`src/rtl/sdram_arbiter_if.sv`:
```
// sdram_arbiter_if: bundle of master request/response and SDRAM controller signals
// Masters 0..2: mN_request/addr/write/burst/byte_enable/wdata in; mN_ack/rdvalid/complete out; shared m_rdata.
// Controller: sdram_req (one-hot grant) and granted fields out; sdram_ack/rdata/rdvalid/complete in; err_underflow status.
// slave = arbiter view, master = environment view.
interface sdram_arbiter_if;
   logic        m0_request, m1_request, m2_request;
   logic [25:0] m0_addr, m1_addr, m2_addr;
   logic        m0_write, m1_write, m2_write;
   logic        m0_burst, m1_burst, m2_burst;
   logic [3:0]  m0_byte_enable, m1_byte_enable, m2_byte_enable;
   logic [31:0] m0_wdata, m1_wdata, m2_wdata;
   logic        m0_ack, m1_ack, m2_ack;
   logic        m0_rdvalid, m1_rdvalid, m2_rdvalid;
   logic        m0_complete, m1_complete, m2_complete;
   logic [31:0] m_rdata;
   logic [2:0]  sdram_req;
   logic [25:0] sdram_addr;
   logic        sdram_write, sdram_burst;
   logic [3:0]  sdram_byte_enable;
   logic [31:0] sdram_wdata;
   logic        sdram_ack;
   logic [31:0] sdram_rdata;
   logic [2:0]  sdram_rdvalid;
   logic        sdram_complete;
   logic        err_underflow;
   modport slave (
      input  m0_request, m1_request, m2_request, m0_addr, m1_addr, m2_addr,
      input  m0_write, m1_write, m2_write, m0_burst, m1_burst, m2_burst,
      input  m0_byte_enable, m1_byte_enable, m2_byte_enable, m0_wdata, m1_wdata, m2_wdata,
      output m0_ack, m1_ack, m2_ack, m0_rdvalid, m1_rdvalid, m2_rdvalid,
      output m0_complete, m1_complete, m2_complete, m_rdata,
      output sdram_req, sdram_addr, sdram_write, sdram_burst, sdram_byte_enable, sdram_wdata,
      input  sdram_ack, sdram_rdata, sdram_rdvalid, sdram_complete,
      output err_underflow
   );
   modport master (
      output m0_request, m1_request, m2_request, m0_addr, m1_addr, m2_addr,
      output m0_write, m1_write, m2_write, m0_burst, m1_burst, m2_burst,
      output m0_byte_enable, m1_byte_enable, m2_byte_enable, m0_wdata, m1_wdata, m2_wdata,
      input  m0_ack, m1_ack, m2_ack, m0_rdvalid, m1_rdvalid, m2_rdvalid,
      input  m0_complete, m1_complete, m2_complete, m_rdata,
      input  sdram_req, sdram_addr, sdram_write, sdram_burst, sdram_byte_enable, sdram_wdata,
      output sdram_ack, sdram_rdata, sdram_rdvalid, sdram_complete,
      input  err_underflow
   );
endinterface

```
`src/rtl/sdram_arbiter.sv`:
```
// sdram_arbiter: three-master SDRAM arbiter with outstanding-read completion routing
// Ports: clock, reset (synchronous, active-high), bus (sdram_arbiter_if.slave).
// Build option SDRAM_ARB_ROUND_ROBIN_EN selects round-robin grant; otherwise fixed priority m0 > m1 > m2.
module sdram_arbiter (
   input logic            clock,
   input logic            reset,
   sdram_arbiter_if.slave bus
);
   typedef enum logic {IDLE, GRANTED} state_t;
   state_t      state_q, state_d;
   logic [2:0]  g_q, g_d, req, wr, elig, win, cnt_q;
   logic [1:0]  fifo_q [4];
   logic [1:0]  wp_q, rp_q, head, gid;
   logic        err_q, push, pop, full;
   assign req  = {bus.m2_request, bus.m1_request, bus.m0_request};
   assign wr   = {bus.m2_write, bus.m1_write, bus.m0_write};
   assign full = cnt_q == 3'd4;
   // reads are held off while the outstanding-read FIFO is full, so a push can never overflow it
   assign elig = req & (wr | {3{!full}});
   assign gid  = g_q[1] ? 2'd1 : g_q[2] ? 2'd2 : 2'd0;
`ifdef SDRAM_ARB_ROUND_ROBIN_EN
   logic [1:0] p_q;
   logic [2:0] idx;
   // scan from the farthest candidate back to p so the first eligible at or after p wins
   always_comb begin
      win = '0;
      idx = '0;
      for (int i = 2; i >= 0; i--) begin
         idx = {1'b0, p_q} + 3'(i);
         idx = idx >= 3'd3 ? idx - 3'd3 : idx;
         if (elig[idx[1:0]]) win = 3'b001 << idx[1:0];
      end
   end
   always_ff @(posedge clock)
      if (reset) p_q <= '0;
      else if (state_q == GRANTED && bus.sdram_ack) p_q <= gid == 2'd2 ? 2'd0 : gid + 2'd1;
`else
   assign win = elig[0] ? 3'b001 : elig[1] ? 3'b010 : elig[2] ? 3'b100 : 3'b000;
`endif
   always_comb begin
      state_d = state_q;
      g_d     = g_q;
      if (state_q == IDLE) begin
         state_d = win != 3'b000 ? GRANTED : IDLE;
         g_d     = win;
      end else if (bus.sdram_ack) begin
         state_d = IDLE;
         g_d     = '0;
      end
   end
   assign push = state_q == GRANTED && bus.sdram_ack && !bus.sdram_write;
   // a complete against an empty FIFO is an underflow, even if a push lands in the same cycle
   assign pop  = bus.sdram_complete && cnt_q != 3'd0;
   assign head = fifo_q[rp_q];
   always_ff @(posedge clock) begin
      if (reset) begin
         state_q <= IDLE;
         g_q     <= '0;
         wp_q    <= '0;
         rp_q    <= '0;
         cnt_q   <= '0;
         err_q   <= 1'b0;
      end else begin
         state_q <= state_d;
         g_q     <= g_d;
         if (push) begin
            fifo_q[wp_q] <= gid;
            wp_q         <= wp_q + 2'd1;
         end
         if (pop) rp_q <= rp_q + 2'd1;
         cnt_q <= cnt_q + 3'(push) - 3'(pop);
         if (bus.sdram_complete && cnt_q == 3'd0) err_q <= 1'b1;
      end
   end
   assign bus.sdram_req         = g_q;
   assign bus.sdram_addr        = g_q[1] ? bus.m1_addr : g_q[2] ? bus.m2_addr : bus.m0_addr;
   assign bus.sdram_write       = g_q[1] ? bus.m1_write : g_q[2] ? bus.m2_write : bus.m0_write;
   assign bus.sdram_burst       = g_q[1] ? bus.m1_burst : g_q[2] ? bus.m2_burst : bus.m0_burst;
   assign bus.sdram_byte_enable = g_q[1] ? bus.m1_byte_enable : g_q[2] ? bus.m2_byte_enable : bus.m0_byte_enable;
   assign bus.sdram_wdata       = g_q[1] ? bus.m1_wdata : g_q[2] ? bus.m2_wdata : bus.m0_wdata;
   // handshakes are masked during reset so a discarded grant or FIFO never signals a master
   assign {bus.m2_ack, bus.m1_ack, bus.m0_ack} = {3{bus.sdram_ack && !reset}} & g_q;
   assign {bus.m2_complete, bus.m1_complete, bus.m0_complete} = {3{pop && !reset}} & (3'b001 << head);
   assign {bus.m2_rdvalid, bus.m1_rdvalid, bus.m0_rdvalid} = bus.sdram_rdvalid;
   assign bus.m_rdata       = bus.sdram_rdata;
   assign bus.err_underflow = err_q;
endmodule

```
`src/flat_wrapper.sv`:
```
// flat-port wrapper written by rule: the top's interface ports become plain ports
module sdram_arbiter_flat 
  (clock, reset, bus_m0_request, bus_m1_request, bus_m2_request, bus_m0_addr, bus_m1_addr, bus_m2_addr, bus_m0_write, bus_m1_write, bus_m2_write, bus_m0_burst, bus_m1_burst, bus_m2_burst, bus_m0_byte_enable, bus_m1_byte_enable, bus_m2_byte_enable, bus_m0_wdata, bus_m1_wdata, bus_m2_wdata, bus_m0_ack, bus_m1_ack, bus_m2_ack, bus_m0_rdvalid, bus_m1_rdvalid, bus_m2_rdvalid, bus_m0_complete, bus_m1_complete, bus_m2_complete, bus_m_rdata, bus_sdram_req, bus_sdram_addr, bus_sdram_write, bus_sdram_burst, bus_sdram_byte_enable, bus_sdram_wdata, bus_sdram_ack, bus_sdram_rdata, bus_sdram_rdvalid, bus_sdram_complete, bus_err_underflow);
  sdram_arbiter_if bus_i ();
  input logic clock;
  input logic reset;
  input wire logic [$bits(bus_i.m0_request)-1:0] bus_m0_request;
  input wire logic [$bits(bus_i.m1_request)-1:0] bus_m1_request;
  input wire logic [$bits(bus_i.m2_request)-1:0] bus_m2_request;
  input wire logic [$bits(bus_i.m0_addr)-1:0] bus_m0_addr;
  input wire logic [$bits(bus_i.m1_addr)-1:0] bus_m1_addr;
  input wire logic [$bits(bus_i.m2_addr)-1:0] bus_m2_addr;
  input wire logic [$bits(bus_i.m0_write)-1:0] bus_m0_write;
  input wire logic [$bits(bus_i.m1_write)-1:0] bus_m1_write;
  input wire logic [$bits(bus_i.m2_write)-1:0] bus_m2_write;
  input wire logic [$bits(bus_i.m0_burst)-1:0] bus_m0_burst;
  input wire logic [$bits(bus_i.m1_burst)-1:0] bus_m1_burst;
  input wire logic [$bits(bus_i.m2_burst)-1:0] bus_m2_burst;
  input wire logic [$bits(bus_i.m0_byte_enable)-1:0] bus_m0_byte_enable;
  input wire logic [$bits(bus_i.m1_byte_enable)-1:0] bus_m1_byte_enable;
  input wire logic [$bits(bus_i.m2_byte_enable)-1:0] bus_m2_byte_enable;
  input wire logic [$bits(bus_i.m0_wdata)-1:0] bus_m0_wdata;
  input wire logic [$bits(bus_i.m1_wdata)-1:0] bus_m1_wdata;
  input wire logic [$bits(bus_i.m2_wdata)-1:0] bus_m2_wdata;
  output wire logic [$bits(bus_i.m0_ack)-1:0] bus_m0_ack;
  output wire logic [$bits(bus_i.m1_ack)-1:0] bus_m1_ack;
  output wire logic [$bits(bus_i.m2_ack)-1:0] bus_m2_ack;
  output wire logic [$bits(bus_i.m0_rdvalid)-1:0] bus_m0_rdvalid;
  output wire logic [$bits(bus_i.m1_rdvalid)-1:0] bus_m1_rdvalid;
  output wire logic [$bits(bus_i.m2_rdvalid)-1:0] bus_m2_rdvalid;
  output wire logic [$bits(bus_i.m0_complete)-1:0] bus_m0_complete;
  output wire logic [$bits(bus_i.m1_complete)-1:0] bus_m1_complete;
  output wire logic [$bits(bus_i.m2_complete)-1:0] bus_m2_complete;
  output wire logic [$bits(bus_i.m_rdata)-1:0] bus_m_rdata;
  output wire logic [$bits(bus_i.sdram_req)-1:0] bus_sdram_req;
  output wire logic [$bits(bus_i.sdram_addr)-1:0] bus_sdram_addr;
  output wire logic [$bits(bus_i.sdram_write)-1:0] bus_sdram_write;
  output wire logic [$bits(bus_i.sdram_burst)-1:0] bus_sdram_burst;
  output wire logic [$bits(bus_i.sdram_byte_enable)-1:0] bus_sdram_byte_enable;
  output wire logic [$bits(bus_i.sdram_wdata)-1:0] bus_sdram_wdata;
  input wire logic [$bits(bus_i.sdram_ack)-1:0] bus_sdram_ack;
  input wire logic [$bits(bus_i.sdram_rdata)-1:0] bus_sdram_rdata;
  input wire logic [$bits(bus_i.sdram_rdvalid)-1:0] bus_sdram_rdvalid;
  input wire logic [$bits(bus_i.sdram_complete)-1:0] bus_sdram_complete;
  output wire logic [$bits(bus_i.err_underflow)-1:0] bus_err_underflow;
  assign bus_i.m0_request = bus_m0_request;
  assign bus_i.m1_request = bus_m1_request;
  assign bus_i.m2_request = bus_m2_request;
  assign bus_i.m0_addr = bus_m0_addr;
  assign bus_i.m1_addr = bus_m1_addr;
  assign bus_i.m2_addr = bus_m2_addr;
  assign bus_i.m0_write = bus_m0_write;
  assign bus_i.m1_write = bus_m1_write;
  assign bus_i.m2_write = bus_m2_write;
  assign bus_i.m0_burst = bus_m0_burst;
  assign bus_i.m1_burst = bus_m1_burst;
  assign bus_i.m2_burst = bus_m2_burst;
  assign bus_i.m0_byte_enable = bus_m0_byte_enable;
  assign bus_i.m1_byte_enable = bus_m1_byte_enable;
  assign bus_i.m2_byte_enable = bus_m2_byte_enable;
  assign bus_i.m0_wdata = bus_m0_wdata;
  assign bus_i.m1_wdata = bus_m1_wdata;
  assign bus_i.m2_wdata = bus_m2_wdata;
  assign bus_m0_ack = bus_i.m0_ack;
  assign bus_m1_ack = bus_i.m1_ack;
  assign bus_m2_ack = bus_i.m2_ack;
  assign bus_m0_rdvalid = bus_i.m0_rdvalid;
  assign bus_m1_rdvalid = bus_i.m1_rdvalid;
  assign bus_m2_rdvalid = bus_i.m2_rdvalid;
  assign bus_m0_complete = bus_i.m0_complete;
  assign bus_m1_complete = bus_i.m1_complete;
  assign bus_m2_complete = bus_i.m2_complete;
  assign bus_m_rdata = bus_i.m_rdata;
  assign bus_sdram_req = bus_i.sdram_req;
  assign bus_sdram_addr = bus_i.sdram_addr;
  assign bus_sdram_write = bus_i.sdram_write;
  assign bus_sdram_burst = bus_i.sdram_burst;
  assign bus_sdram_byte_enable = bus_i.sdram_byte_enable;
  assign bus_sdram_wdata = bus_i.sdram_wdata;
  assign bus_i.sdram_ack = bus_sdram_ack;
  assign bus_i.sdram_rdata = bus_sdram_rdata;
  assign bus_i.sdram_rdvalid = bus_sdram_rdvalid;
  assign bus_i.sdram_complete = bus_sdram_complete;
  assign bus_err_underflow = bus_i.err_underflow;
  sdram_arbiter u_core (.clock(clock), .reset(reset), .bus(bus_i));
endmodule
```
`config.mk`:
```
export PLATFORM = sky130hd
export DESIGN_NAME = sdram_arbiter_flat
export DESIGN_NICKNAME = d
export VERILOG_FILES = /design/src/rtl/sdram_arbiter_if.sv /design/src/rtl/sdram_arbiter.sv /design/src/flat_wrapper.sv
export SDC_FILE = /design/constraint.sdc
export NUM_CORES = 1
export LEC_CHECK = 0
export BUFFER_PORTS_ARGS = -buffer_cell sky130_fd_sc_hd__buf_4
export CORE_AREA = 2 2 135 137
export DETAILED_ROUTE_END_ITERATION = 10
export DIE_AREA = 0 0 137 139
export SETUP_SLACK_MARGIN = 0.5
export SLEW_MARGIN = 10
export SYNTH_ARGS = -nofsm -noshare
export SYNTH_HDL_FRONTEND = slang
export SYNTH_SLANG_ARGS = --single-unit
export TNS_END_PERCENT = 10
```
`constraint.sdc`:
```
create_clock -name clock -period 4.7 [get_ports clock]
set_clock_uncertainty 0.15 [all_clocks]
set_input_delay 0.47 -clock clock [delete_from_list [all_inputs] [get_ports clock]]
set_output_delay 0.47 -clock clock [all_outputs]
set_load 0.005 [all_outputs]
```
==> out/qor.log <==
[run_status] outcome completed
[cts] Worst-path clk slew 0.06 ns
[synthesis] post-synthesis cell area 2630 µm²
[grt] GRT Resource Usage Total 0.1046
[cts] PostCTS Resize Cnt 0
[detailed_routing] initial detailed-routing violation count 82
[floorplanning] die outline area 19040 µm²
[sta] Tmin final 2.821 ns
[floorplanning] effective utilization at floorplan 0.1490
[sta] Setup TNS 0 ns
[place] placement-stage worst setup slack 2.082 ns
[sta] WHS 0.3151 ns
[detailed_routing] routed via count divided by cell count 3.937
[cts] buffers inserted by post-CTS timing repair 0
[synthesis] primary flip-flop cell chosen by synthesis mapping sky130_fd_sc_hd__dfxtp_1
[cts] H-tree levels 1
[synthesis] Unique masters post-synth 38
[power_and_ir_drop] net switching fraction of the power 0.3099
[power_and_ir_drop] Pint 0.7127 mW
[synthesis] post-synthesis net count 583
[synthesis] mean cell area of the mapped netlist 7.690 µm²
[floorplanning] Die Span Y 139 µm
[synthesis] number of flops mapped to enable cells by yosys 8
[place] last weighted congestion value of the routability-driven placer 0.7396
[grt] vias in the first global route 3068
[floorplanning] Die Span X 137 µm
[sta] setup repair after global routing missed its margin no
[detailed_routing] number of antenna-violating nets in the routed design 0
[sta] final hold violations 0
[power_and_ir_drop] largest voltage drop on the vdd net 264.2 µV
[cts] clock buffers created by TritonCTS 3
[critical_path] largest stage delay on the critical path 0.79 ns
[synthesis] proportion of register bits with asynchronous set or reset after synthesis 0
[sta] worst relative slew slack 0.3863
[synthesis] instance count of the mapped netlist 342
[floorplanning] num rows 49
[detailed_routing] post-detailed-route DRC marker count 0
[grt] number of antenna violations at the first check in global routing 0
[synthesis] flops & latches, synth 22
[cts] Max Root-Sink Buffers 2
[power_and_ir_drop] power per cell area 218.6 nW/µm²
[sta] Setup-failing EPs final 0
[finish] non-filler cells in the finished layout 790
[synthesis] Area contributors post-synth sky130_fd_sc_hd__mux2i_1 24%, sky130_fd_sc_hd__o21ai_0 12%, sky130_fd_sc_hd__dfxtp_1 11%, sky130_fd_sc_hd__buf_4 10%, sky130_fd_sc_hd__nand2_1 9.6%
[power_and_ir_drop] part of the total power dissipated in combinational logic 0.493
[critical_path] Worst Path Arrival 2.20 ns
[finish] area grow syn2layout 79.64%
[cts] sink count of the clock tree 22
[min_path] classification of the worst-slack hold path input pin to flip-flop
[detailed_routing] Final Routed Wirelength 10630 µm
[detailed_routing] Avg WL per Cell 13.45 µm
[power_and_ir_drop] leakage dissipation 2.060 nW
[cts] CTS tree built
[sta] final setup slack of the worst path 1.879 ns
[critical_path] nature of the critical path endpoint output pin
[synthesis] sequential cell area fraction in the yosys report 0.1979
[detailed_routing] total number of vias 3110
[job] reported max-cap violation count 0
[grt] largest net degree at the start of global routing 106
[sta] fin. max-slew vios 0
[synthesis] area fraction of the dominant cell type after synthesis 0.2436
[grt] global-route wire length before repair 16080 µm
[power_and_ir_drop] sequential group share of total power 0.278
[grt] global-route congestion overflow total 0
[place] Cell Count Post-Placement 786
[critical_path] category of the worst setup path launch point flip-flop
[cts] root buf cell sky130_fd_sc_hd__clkbuf_16
[finish] proportion of layout cells with a drive suffix above 1 0.5152
[place] estimated wirelength of the detail-placed design 8974 µm
[finish] most frequent cells in the layout 275 x sky130_fd_sc_hd__buf_4, 67 x sky130_fd_sc_hd__nand2_1, 65 x sky130_fd_sc_hd__o21ai_0
[cts] later-pin clock latency in the skew report 0.25 ns
[synthesis] Warnings, synthesis 0
[critical_path] crit-path cells buf_4, mux2i_1, o21ai_0, buf_4
[finish] final cell utilization of the core 0.2676
[cts] number of buffers added to fix hold violations after cts 0
[floorplanning] I/O pin cnt 343
[critical_path] cell repeated most along the worst path sky130_fd_sc_hd__buf_4
[synthesis] cell type with the largest total area after synthesis sky130_fd_sc_hd__mux2i_1
[finish] ant diodes 0
[finish] # nets final 803
[critical_path] crit path kind flip-flop to output pin
[detailed_routing] DR pass1 iterations 4
[sta] maximum operating frequency 354.5 MHz
[critical_path] data required time of the critical path 4.08 ns
[sta] ratio of final minimum period to clock period 0.6001
[power_and_ir_drop] relative contribution of the clock network to total power 0.229
[finish] leading cell type in the layout, fill and taps excluded sky130_fd_sc_hd__buf_4
[floorplanning] standard cell core area 17660 µm²
[place] number of input and output port buffers inserted 272
[power_and_ir_drop] Switch Pwr 0.3201 mW
[critical_path] worst-path fanout max 39
[sta] measured slew at the worst slew-check pin 0.9206 ns
[critical_path] library cell contributing the largest single delay on the critical path sky130_fd_sc_hd__dfxtp_4
==> final cells by class <==
cell class	count	area [µm²]
Fill cell	1971	12930
Timing Repair Buffer	275	2064
Multi-Input combinational cell	251	1707
Sequential cell	22	528.0
Tap cell	229	286.5
Clock buffer	3	75.07
Inverter	9	33.78
Clock inverter	1	30.03
==> synthesized netlist by cell type, types with 2 or more instances <==
cell type / n
sky130_fd_sc_hd__nor2b_1: 4
sky130_fd_sc_hd__and2_1: 3
sky130_fd_sc_hd__ha_1: 6
sky130_fd_sc_hd__xnor2_1: 2
sky130_fd_sc_hd__dfxtp_1: 14
sky130_fd_sc_hd__mux2_4: 2
sky130_fd_sc_hd__buf_4: 36
sky130_fd_sc_hd__edfxtp_1: 8
sky130_fd_sc_hd__mux2i_1: 64
sky130_fd_sc_hd__xor2_1: 2
sky130_fd_sc_hd__o21ai_0: 65
sky130_fd_sc_hd__nor2_1: 7
sky130_fd_sc_hd__clkbuf_1: 16
sky130_fd_sc_hd__o31ai_1: 2
sky130_fd_sc_hd__nor4b_1: 2
sky130_fd_sc_hd__inv_1: 9
sky130_fd_sc_hd__a21oi_1: 2
sky130_fd_sc_hd__nor3b_1: 4
sky130_fd_sc_hd__mux4_2: 2
sky130_fd_sc_hd__nand4b_1: 2
sky130_fd_sc_hd__nand2_1: 67
sky130_fd_sc_hd__buf_2: 7
==> through the flow <==
step           instance area (µm²)  power [mW]
4_1_cts                       4725       1.045
5_1_grt                       4725       1.107
6_report                      4725       1.033
2_1_floorplan                 2630      0.5219
3_5_place_dp                  4619      0.8076
3_3_place_gp                  4619      0.8046
==> power groups by stage <==
stage / registers [mW] / logic [mW] / clock network, mW
finish: 0.287 / 0.509 / 0.237
global route: 0.296 / 0.564 / 0.247
CTS: 0.288 / 0.518 / 0.240
detailed placement: 0.291 / 0.516 / 0
global placement: 0.291 / 0.513 / 0
floorplan: 0.258 / 0.264 / 0
==> logic make-up (layout without fill, tap and decap cells) <==
kind of cell	Yosys count	count (layout)	share of synthesized area
compound gates	76	76	0.1584
xor+xnor	4	4	0.01332
buf+inv	69	288	0.1532
mux	69	69	0.2764
fa+ha+maj	7	7	0.03616
flops	22	22	0.1979
simple gates	95	95	0.1646
==> layer usage <==
layer | routed length (µm) | global-route usage | vias to the layer above
li1 | - | - | 1588
met1 | 4586 | 0.1377 | 1379
met2 | 5175 | 0.1783 | 141
met3 | 852 | 0.02705 | 2
met4 | 12 | 0.007054 | 0
met5 | 0 | 0 | -
==> final timing paths <==
check / from / endpoint / slack (ns) / cells after the start
min: bus_sdram_complete / u_core.bus.err_underflow / 0.32 / 3
max reg2reg: u_core.bus.sdram_req[2] / u_core.cnt_q[1] / 2.13 / 6
min reg2reg: u_core.bus.err_underflow / u_core.bus.err_underflow / 0.33 / 2
max: u_core.bus.sdram_req[2] / bus_sdram_addr[16] / 1.88 / 4
==> worst max-delay path, delay by kind of cell (launching register included) <==
| family | cells | cell delay, ns |
|---|---|---|
| DFF | 1 | 0.79 |
| AOI/OAI and AO/OA | 1 | 0.27 |
| muxes | 1 | 0.13 |
| buffers and inverters | 2 | 0.74 |
==> registers in the layout (all words and copies together) (netlist names), named ones only <==
register                  flops
u_core.rp_q                   2
u_core.bus.sdram_req          3
u_core.wp_q                   2
u_core.cnt_q                  3
u_core.bus.err_underflow      1
u_core.state_q                1
u_core.fifo_q                 8
No activity file was read; power rests on OpenSTA's default activity.
